==> src/rtl/led_fade_sched.sv <==
// Three-channel LED colour sequencer: walks an 8-entry colour table, fading each
// PWM channel toward the next colour and holding it for a programmable time.
module led_fade_sched #(
  parameter int PWM_WIDTH  = 8,
  parameter int PRESCALE   = 50000,
  parameter int HOLD_TICKS = 500,
  parameter int STEP       = 1
) (
  input  logic                   CLK,
  input  logic                   nRST,
  input  logic                   EN,
  input  logic                   LOAD_WE,
  input  logic [2:0]             LOAD_ADDR,
  input  logic [3*PWM_WIDTH-1:0] LOAD_DATA,
  output logic [2:0]             LEDs,
  output logic                   BUSY,
  output logic [2:0]             STEP_IDX
);

  localparam int W  = PWM_WIDTH;
  localparam int PW = (PRESCALE > 1) ? $clog2(PRESCALE) : 1;
  localparam int HW = (HOLD_TICKS > 1) ? $clog2(HOLD_TICKS) : 1;

  localparam logic [W-1:0]  DUTY_FULL = {W{1'b1}};
  localparam logic [W-1:0]  CNT_LAST  = DUTY_FULL - W'(1);
  localparam logic [PW-1:0] PRE_LAST  = PW'(PRESCALE - 1);
  localparam logic [HW-1:0] HOLD_LAST = HW'(HOLD_TICKS - 1);
  localparam logic [W:0]    STEP_V    = (W+1)'(STEP);

  typedef enum logic [1:0] {
    IDLE = 2'd0,
    FADE = 2'd1,
    HOLD = 2'd2
  } state_t;

  state_t          state;
  logic [W-1:0]    cnt;
  logic [PW-1:0]   pre;
  logic [HW-1:0]   hold;
  logic [W-1:0]    cur_red, cur_grn, cur_blu;
  logic [W-1:0]    app_red, app_grn, app_blu;
  logic [W-1:0]    tgt_red, tgt_grn, tgt_blu;
  logic [3*W-1:0]  tbl [8];
  logic            tick;
  logic            at_tgt;
  logic [2:0]      next_idx;
  logic [3*W-1:0]  entry_now;
  logic [3*W-1:0]  entry_next;

  // One step of a channel toward its target in W+1-bit arithmetic, clamped at the target.
  function automatic logic [W-1:0] approach(input logic [W-1:0] cur, input logic [W-1:0] tgt);
    logic [W:0] up;
    logic [W:0] dn;
    up = {1'b0, cur} + STEP_V;
    dn = {1'b0, cur} - STEP_V;
    if (cur < tgt) begin
      approach = (up > {1'b0, tgt}) ? tgt : up[W-1:0];
    end else if (cur > tgt) begin
      approach = (dn[W] || (dn < {1'b0, tgt})) ? tgt : dn[W-1:0];
    end else begin
      approach = cur;
    end
  endfunction

  // Entry k lights R, G, B fully according to bits 0, 1, 2 of k.
  function automatic logic [3*W-1:0] default_entry(input logic [2:0] k);
    logic [W-1:0] r;
    logic [W-1:0] g;
    logic [W-1:0] b;
    r = k[0] ? DUTY_FULL : '0;
    g = k[1] ? DUTY_FULL : '0;
    b = k[2] ? DUTY_FULL : '0;
    return {r, g, b};
  endfunction

  // Fade tick, arrival detection and table read ports.
  always_comb begin
    tick       = 1'b0;
    at_tgt     = 1'b0;
    next_idx   = STEP_IDX + 3'd1;
    entry_now  = tbl[STEP_IDX];
    entry_next = tbl[next_idx];
    if ((state != IDLE) && (pre == PRE_LAST)) begin
      tick = 1'b1;
    end else begin
      tick = 1'b0;
    end
    if ((cur_red == tgt_red) && (cur_grn == tgt_grn) && (cur_blu == tgt_blu)) begin
      at_tgt = 1'b1;
    end else begin
      at_tgt = 1'b0;
    end
  end

  // PWM period counter, period-aligned duty sampling and active-low LED drive.
  always_ff @(posedge CLK) begin
    if (!nRST) begin
      cnt     <= '0;
      app_red <= '0;
      app_grn <= '0;
      app_blu <= '0;
      LEDs    <= 3'b111;
    end else begin
      cnt <= (cnt == CNT_LAST) ? '0 : cnt + W'(1);
      if (cnt == '0) begin
        app_red <= cur_red;
        app_grn <= cur_grn;
        app_blu <= cur_blu;
      end
      LEDs <= {~(cnt < app_blu), ~(cnt < app_grn), ~(cnt < app_red)};
    end
  end

  // Sequencer FSM, prescaler, hold timer and colour table.
  always_ff @(posedge CLK) begin
    if (!nRST) begin
      state    <= IDLE;
      BUSY     <= 1'b0;
      STEP_IDX <= 3'd0;
      pre      <= '0;
      hold     <= '0;
      cur_red  <= '0;
      cur_grn  <= '0;
      cur_blu  <= '0;
      tgt_red  <= '0;
      tgt_grn  <= '0;
      tgt_blu  <= '0;
      for (int k = 0; k < 8; k++) begin
        tbl[k] <= default_entry(3'(k));
      end
    end else begin
      // Target latches below read the pre-write table contents.
      if (LOAD_WE) begin
        tbl[LOAD_ADDR] <= LOAD_DATA;
      end
      if (!EN) begin
        state <= IDLE;
        BUSY  <= 1'b0;
        pre   <= '0;
      end else begin
        pre <= ((state == IDLE) || tick) ? '0 : pre + PW'(1);
        case (state)
          IDLE: begin
            state   <= FADE;
            BUSY    <= 1'b1;
            tgt_red <= entry_now[3*W-1:2*W];
            tgt_grn <= entry_now[2*W-1:W];
            tgt_blu <= entry_now[W-1:0];
          end
          FADE: begin
            if (at_tgt) begin
              state <= HOLD;
              hold  <= '0;
            end else if (tick) begin
              cur_red <= approach(cur_red, tgt_red);
              cur_grn <= approach(cur_grn, tgt_grn);
              cur_blu <= approach(cur_blu, tgt_blu);
            end
          end
          HOLD: begin
            if (tick) begin
              if (hold == HOLD_LAST) begin
                state    <= FADE;
                hold     <= '0;
                STEP_IDX <= next_idx;
                tgt_red  <= entry_next[3*W-1:2*W];
                tgt_grn  <= entry_next[2*W-1:W];
                tgt_blu  <= entry_next[W-1:0];
              end else begin
                hold <= hold + HW'(1);
              end
            end
          end
          default: begin
            state <= IDLE;
            BUSY  <= 1'b0;
          end
        endcase
      end
    end
  end

endmodule

==> config.mk <==
export PLATFORM = sky130hd
export DESIGN_NAME = led_fade_sched
export DESIGN_NICKNAME = d
export VERILOG_FILES = /design/src/rtl/led_fade_sched.sv
export SDC_FILE = /design/constraint.sdc
export NUM_CORES = 1
export LEC_CHECK = 0
export CELL_PAD_IN_SITES_DETAIL_PLACEMENT = 0
export CELL_PAD_IN_SITES_GLOBAL_PLACEMENT = 1
export CORE_ASPECT_RATIO = 1.5
export CORE_MARGIN = 5
export CORE_UTILIZATION = 45
export DETAILED_ROUTE_END_ITERATION = 10
export PLACE_DENSITY = 0.77
export SYNTH_ARGS = -nofsm -noshare
export SYNTH_HDL_FRONTEND = slang
export SYNTH_SLANG_ARGS = --single-unit
==> constraint.sdc <==
create_clock -name CLK -period 4 [get_ports CLK]
set_input_delay 0.6 -clock CLK [delete_from_list [all_inputs] [get_ports CLK]]
set_output_delay 0.6 -clock CLK [all_outputs]
set_load 0.02 [all_outputs]
* After elaboration in Yosys (flattened, before gate mapping)
Memory sizes are Yosys's and may differ from the RTL's. A register that Yosys moved wholly into a read port is not among the register bits.
Index checks and enable logic that the tools add are counted.
** Storage, ports and cells
- Bits in latches :: 0
- ROM bits :: 0
- Memories :: 1
- Register bits after elaboration :: 114
- Bits in writable memories :: 192
- Input port bits :: 31
- Output and inout bits :: 7
- Word-level logic and storage cells :: 127
** Memories
- tbl :: depth 8, bits a word 24, rd ports 2, clocked after memory_dff 1, write ports 8, line 43 : logic [3*W-1:0] tbl [8];
** Operators by class
- $mul :: 0
- Bitwise gates (word level) :: 6
- Equality and inequality tests :: 11
- Reductions and logical operators :: 27
- Multiplexer cells :: 41
- Shift operators :: 0
- Order comparisons :: 15
- Add/subtract/negate cells :: 10
- Div/mod/pow operators :: 0
** Operator list (number)
- $mux 8 :: 18
- $lt 8x8->1 :: 6
- $pmux 8 s2 :: 3
- $add 8x1->9 const B :: 3
- $gt 9x8->1 :: 3
- $lt 9x8->1 :: 3
- $mux 9 :: 3
- $sub 8x1->9 const B :: 3
- $eq 8x8->1 :: 3
- $gt 8x8->1 :: 3
- $mux 24 :: 1
- $reduce_or 24->1 :: 1
- $pmux 9 s2 :: 1
- $add 16x1->16 const B :: 1
- $eq 16x16->1 const B :: 1
- $reduce_and 5->1 :: 3
- $reduce_and 4->1 :: 3
- $reduce_bool 2->1 :: 6
- $add 9x1->9 const B :: 1
- $eq 9x9->1 const B :: 1
- $mux 3 :: 3
- $add 8x1->8 const B :: 1
- $eq 8x8->1 const B :: 1
- $logic_not 8->1 :: 1
- other kinds (16) :: 37

* Longest topological paths before layout
- Depth in word-level cells :: 6
- Mapped depth :: 14

* Worst setup path after synthesis
No wires, ideal clock.
- Kind :: input-to-reg
- Start :: in nRST
- End :: mem tbl[1][0] (netlist bit), enable pin
- Arrival time :: 3095 ps
- Library setup time :: 438 ps
- Path buffers :: 3
- Setup slack :: 467 ps
- Stages :: 5
- Data required time :: 3562 ps
- Cell sequence :: clkbuf_1 nand3b_1 clkbuf_1 clkbuf_1 o21ai_0
** RTL lines
- from (decl) :: line 10 : input logic nRST,
- to (decl) :: line 43

* Final worst setup path
- Start :: reg cur_blu[2]
- End :: reg cur_blu[3]
** Between the ends
- Word-level cells in the longest chain between the ends :: 6
** RTL lines
- from (decl) :: line 40 : logic [W-1:0] cur_red, cur_grn, cur_blu;
- from (signal assigned) :: line 157 : cur_blu <= approach(cur_blu, tgt_blu);
- $sub 8x1->9 :: line 55 : dn = {1'b0, cur} - STEP_V;
- $lt 9x8->1 :: line 59 : approach = (dn[W] || (dn < {1'b0, tgt})) ? tgt : dn[W-1:0];
- $logic_or 1x1->1 :: line 59
- $mux 8 :: line 59
- $mux 8 :: line 58 : end else if (cur > tgt) begin
- $mux 8 :: line 56 : if (cur < tgt) begin
Several ways; a longest one is shown, not always the timed one. The select of a mux whose other input is x is not followed.
A chain may end at the register's enable or synchronous reset.

==> impl_metrics.xml <==
<?xml version="1.0" encoding="UTF-8"?>
<metrics>
  <group name="route">
    <metric name="drtPass1Iterations" unit="">5</metric>
    <metric name="aggregate_routed_wire_length" unit="µm">47300</metric>
    <metric name="dr.first_iter.drc_count" unit="">717</metric>
    <metric name="drt-wirelength-per-cell" unit="µm">21.8</metric>
    <metric name="vias" unit="">12800</metric>
    <metric name="vias_per_cell" unit="">5.89</metric>
    <metric name="drc" unit="">0</metric>
    <metric name="postRouteAntennaNets" unit="">0</metric>
  </group>
  <group name="critical_path">
    <metric name="worst_setup_path_end_kind" unit="">register</metric>
    <metric name="worst-endpoint-arrival" unit="ns">3.75</metric>
    <metric name="worst-setup-path-type" unit="">register to register</metric>
    <metric name="worstSetupStartpointType" unit="">register</metric>
    <metric name="critPathMaxStageDelay" unit="ns">0.52</metric>
    <metric name="crit_path_max_fanout" unit="">11</metric>
    <metric name="path_delay_family" unit="">simple AND/OR/NAND/NOR gates</metric>
    <metric name="worst_ep_required_time" unit="ns">4.44</metric>
    <metric name="timing.critical_path.cells" unit="">or3_1, nor3b_1, xor2_1, ha_1, o21a_1, o21ai_0, o21bai_1, nand3_1, a311oi_1, a21oi_1</metric>
    <metric name="rrSetupSlack" unit="ns">0.69</metric>
    <metric name="critPathSlowestCell" unit="">sky130_fd_sc_hd__nor3b_1</metric>
    <metric name="critical_path_buf_inv_count" unit="">0</metric>
  </group>
  <group name="power">
    <metric name="leakage" unit="µW">0.00690</metric>
    <metric name="p_seq_share" unit="%">50.4</metric>
    <metric name="share_comb_of_total_power" unit="%">10.6</metric>
    <metric name="swShare" unit="%">25.0</metric>
    <metric name="power.clock.fraction" unit="%">39.0</metric>
    <metric name="ir_drop" unit="µV">272</metric>
    <metric name="p_per_area" unit="nW/µm²">359</metric>
    <metric name="p_int" unit="µW">5390</metric>
    <metric name="totalPowerFinal" unit="µW">7190</metric>
    <metric name="netSwitchingPower" unit="µW">1800</metric>
  </group>
  <group name="cells_and_area">
    <metric name="finish.net_count" unit="">1774</metric>
    <metric name="final-instance-count-excl-fill" unit="">2168</metric>
    <metric name="n_fill_cell" unit="">3542</metric>
    <metric name="layout.area.seq" unit="µm²">8120</metric>
    <metric name="layout-drive-gt1-share" unit="%">13.8</metric>
    <metric name="diodes" unit="">0</metric>
    <metric name="multi_input_comb_area" unit="µm²">9340</metric>
    <metric name="syn2layout_area_growth" unit="%">10.8</metric>
    <metric name="final_cell_area" unit="µm²">20000</metric>
  </group>
  <group name="sta">
    <metric name="setup_violations" unit="">0</metric>
    <metric name="clock-skew-final" unit="ns">0.0173</metric>
    <metric name="fin_worst_hold_slack" unit="ns">0.464</metric>
    <metric name="grt_setup_unrepaired" unit="">no</metric>
    <metric name="final_max_slew_viol_count" unit="">0</metric>
    <metric name="layout_worst_path_cycle_share" unit="%">82.7</metric>
    <metric name="timing_worst_slew_pin_value" unit="ns">1.12</metric>
    <metric name="relSlewSlack" unit="%">25.5</metric>
    <metric name="hold_viol_final" unit="">0</metric>
    <metric name="timing.setup.tns" unit="ns">0</metric>
    <metric name="min_period" unit="ns">3.31</metric>
    <metric name="max_clock_freq" unit="MHz">302</metric>
  </group>
  <group name="cts">
    <metric name="cts_made_buffers" unit="">31</metric>
    <metric name="cts_setup_buffers" unit="">0</metric>
    <metric name="cts.reportedPaths.clkPinSlew" unit="ns">0.06</metric>
    <metric name="ctsHtreeMaxLevel" unit="">1</metric>
    <metric name="postCtsHoldBufs" unit="">0</metric>
    <metric name="cts-root-to-sink-buffers" unit="">3</metric>
    <metric name="cts_root_buffer" unit="">sky130_fd_sc_hd__clkbuf_16</metric>
    <metric name="post_cts_repair_resize_count" unit="">0</metric>
    <metric name="cts_tree" unit="">yes</metric>
    <metric name="cts.sinks" unit="">309</metric>
    <metric name="clock_insertion_delay_worst_skew" unit="ns">0.57</metric>
  </group>
  <group name="synthesis">
    <metric name="synth_top_area_share" unit="%">31.9</metric>
    <metric name="yosys.area.top_type" unit="">sky130_fd_sc_hd__edfxtp_1</metric>
    <metric name="synth_commonest_cells" unit="">192 x sky130_fd_sc_hd__edfxtp_1, 131 x sky130_fd_sc_hd__nor2_1, 117 x sky130_fd_sc_hd__dfxtp_1</metric>
    <metric name="synthMostInstantiatedCell" unit="">sky130_fd_sc_hd__edfxtp_1</metric>
    <metric name="dominantRegCellSynth" unit="">sky130_fd_sc_hd__edfxtp_1</metric>
    <metric name="synth_warnings" unit="">0</metric>
    <metric name="synth-edff-count" unit="">192</metric>
    <metric name="post_synth_num_cell_types" unit="">73</metric>
    <metric name="syn-cell-area" unit="µm²">18000</metric>
    <metric name="mappedNetlistNets" unit="">1767</metric>
    <metric name="yosys_register_bits" unit="">309</metric>
    <metric name="avgSynthCellArea" unit="µm²">11.1</metric>
    <metric name="synth.yosys.seq_area_share" unit="%">44.9</metric>
    <metric name="synth_async_sr_flop_share" unit="%">0</metric>
    <metric name="synthesis.instances" unit="">1631</metric>
    <metric name="biggest_area_contributors_in_the_synthesized_netlist" unit="">sky130_fd_sc_hd__edfxtp_1 32%, sky130_fd_sc_hd__dfxtp_1 13%, sky130_fd_sc_hd__mux4_2 12%</metric>
  </group>
  <group name="outcome">
    <metric name="result_of_the_run" unit="">finished clean</metric>
  </group>
  <group name="place">
    <metric name="gp_congestion" unit="">0.915</metric>
    <metric name="place.detailed.instances" unit="">2111</metric>
    <metric name="dpl.hpwl" unit="µm">32200</metric>
    <metric name="detailed_place.area" unit="µm²">19000</metric>
    <metric name="buffer_ports.inserted" unit="">37</metric>
  </group>
  <group name="die">
    <metric name="die_width" unit="µm">174</metric>
    <metric name="top_level_ports" unit="">38</metric>
    <metric name="placeableCoreArea" unit="µm²">40000</metric>
    <metric name="die_h" unit="µm">255</metric>
    <metric name="initial_utilization" unit="%">45.2</metric>
    <metric name="design.die.area" unit="µm²">44300</metric>
    <metric name="rows" unit="">90</metric>
  </group>
  <group name="flow_run">
    <metric name="drv.max_cap_violation_count" unit="">0</metric>
  </group>
  <group name="grt">
    <metric name="grt_pass1_vias" unit="">13300</metric>
    <metric name="grt_max_degree" unit="">54</metric>
    <metric name="first_pass_grt_wire_length" unit="µm">73600</metric>
    <metric name="grt_util_all_layers" unit="%">21.0</metric>
    <metric name="globalRouteOverflowTotal" unit="">0</metric>
    <metric name="antenna_found_initial" unit="">0</metric>
  </group>
  <group name="hold_path">
    <metric name="worst_hold_path_type" unit="">register to register</metric>
  </group>
</metrics>
power by group through the flow:
stage | clock [µW] | combinational, µW | sequential [µW]
after floorplan | 0 | 505 | 3660
after global placement | 0 | 752 | 3680
after detailed placement | 0 | 761 | 3690
after CTS | 2870 | 765 | 3620
after global routing | 2990 | 829 | 3630
final | 2810 | 760 | 3620
flip-flops by register name, summed over array words and instances, names as in the netlist, 8 cells and up, named ones only:
name     flops
hold         9
cnt          8
tgt_grn      8
cur_grn      8
tgt_red      8
cur_blu      8
app_grn      8
tbl        192
pre         16
app_red      8
app_blu      8
cur_red      8
tgt_blu      8
area by class of cell:
type	count	area share, %
sequential	309	40.6
clock inverter	22	0.863
inverter	70	1.31
multi-input combinational	1149	46.7
tap	506	3.16
clock buffer	35	3.95
timing repair buffer	77	3.45
metal layers:
layer | GRT usage, % | share of wire [%]
met1 | 23.2 | 37
met2 | 41.6 | 55
met3 | 2.22 | 4.1
met4 | 7.53 | 3.6
met5 | 0 | 0
cell families (layout without fill, tap and decap cells):
family | after synthesis | in the layout | share of synthesized area [%]
simple gates | 621 | 621 | 18.6
flops | 309 | 309 | 44.9
compound gates | 245 | 245 | 9.39
buf+inv | 173 | 204 | 3.73
mux | 116 | 116 | 13.1
fa+ha+maj | 105 | 105 | 7.28
xor+xnor | 62 | 62 | 3.01
worst reg2reg max path: cells and delay by family, from the launching register on:
family          cells  cell delay [ns]
xor+xnor            1             0.13
compound gates      5             0.99
flops               1             0.43
simple gates        3             1.30
fa+ha+maj           1             0.33
through the flow:
step | setup slack (ns) | util [%]
after floorplan | 0.467 | -
after global placement | 0.819 | 47.6
after detailed placement | 0.767 | 47.6
after CTS | 0.756 | 50.0
after global routing | 0.387 | 50.0
final | 0.692 | 50.0
path summary, 6_finish.rpt:
check,from,endpoint,cells past startpoint
setup / recovery,cur_blu[2]$_SDFFE_PN0P_,cur_blu[3]$_SDFFE_PN0P_,10
hold / removal,pre[0]$_SDFF_PP0_,pre[0]$_SDFF_PP0_,1
setup reg to reg,cur_blu[2]$_SDFFE_PN0P_,cur_blu[3]$_SDFFE_PN0P_,10
hold reg to reg,pre[0]$_SDFF_PP0_,pre[0]$_SDFF_PP0_,1
placed cells by master (no fill, tap or decap), types with 38 or more instances in the layout:
master                     count
sky130_fd_sc_hd__xor2_1       40
sky130_fd_sc_hd__or3_1       100
sky130_fd_sc_hd__nand3_1      40
sky130_fd_sc_hd__ha_1        103
sky130_fd_sc_hd__nand2_1      96
sky130_fd_sc_hd__edfxtp_1    192
sky130_fd_sc_hd__inv_1        69
sky130_fd_sc_hd__dfxtp_1     113
sky130_fd_sc_hd__mux4_2       96
sky130_fd_sc_hd__nor2_1      131
sky130_fd_sc_hd__and2_1      100
sky130_fd_sc_hd__buf_4        38
sky130_fd_sc_hd__a21oi_1      66
Note: power is estimated with default switching activity, not from simulation.
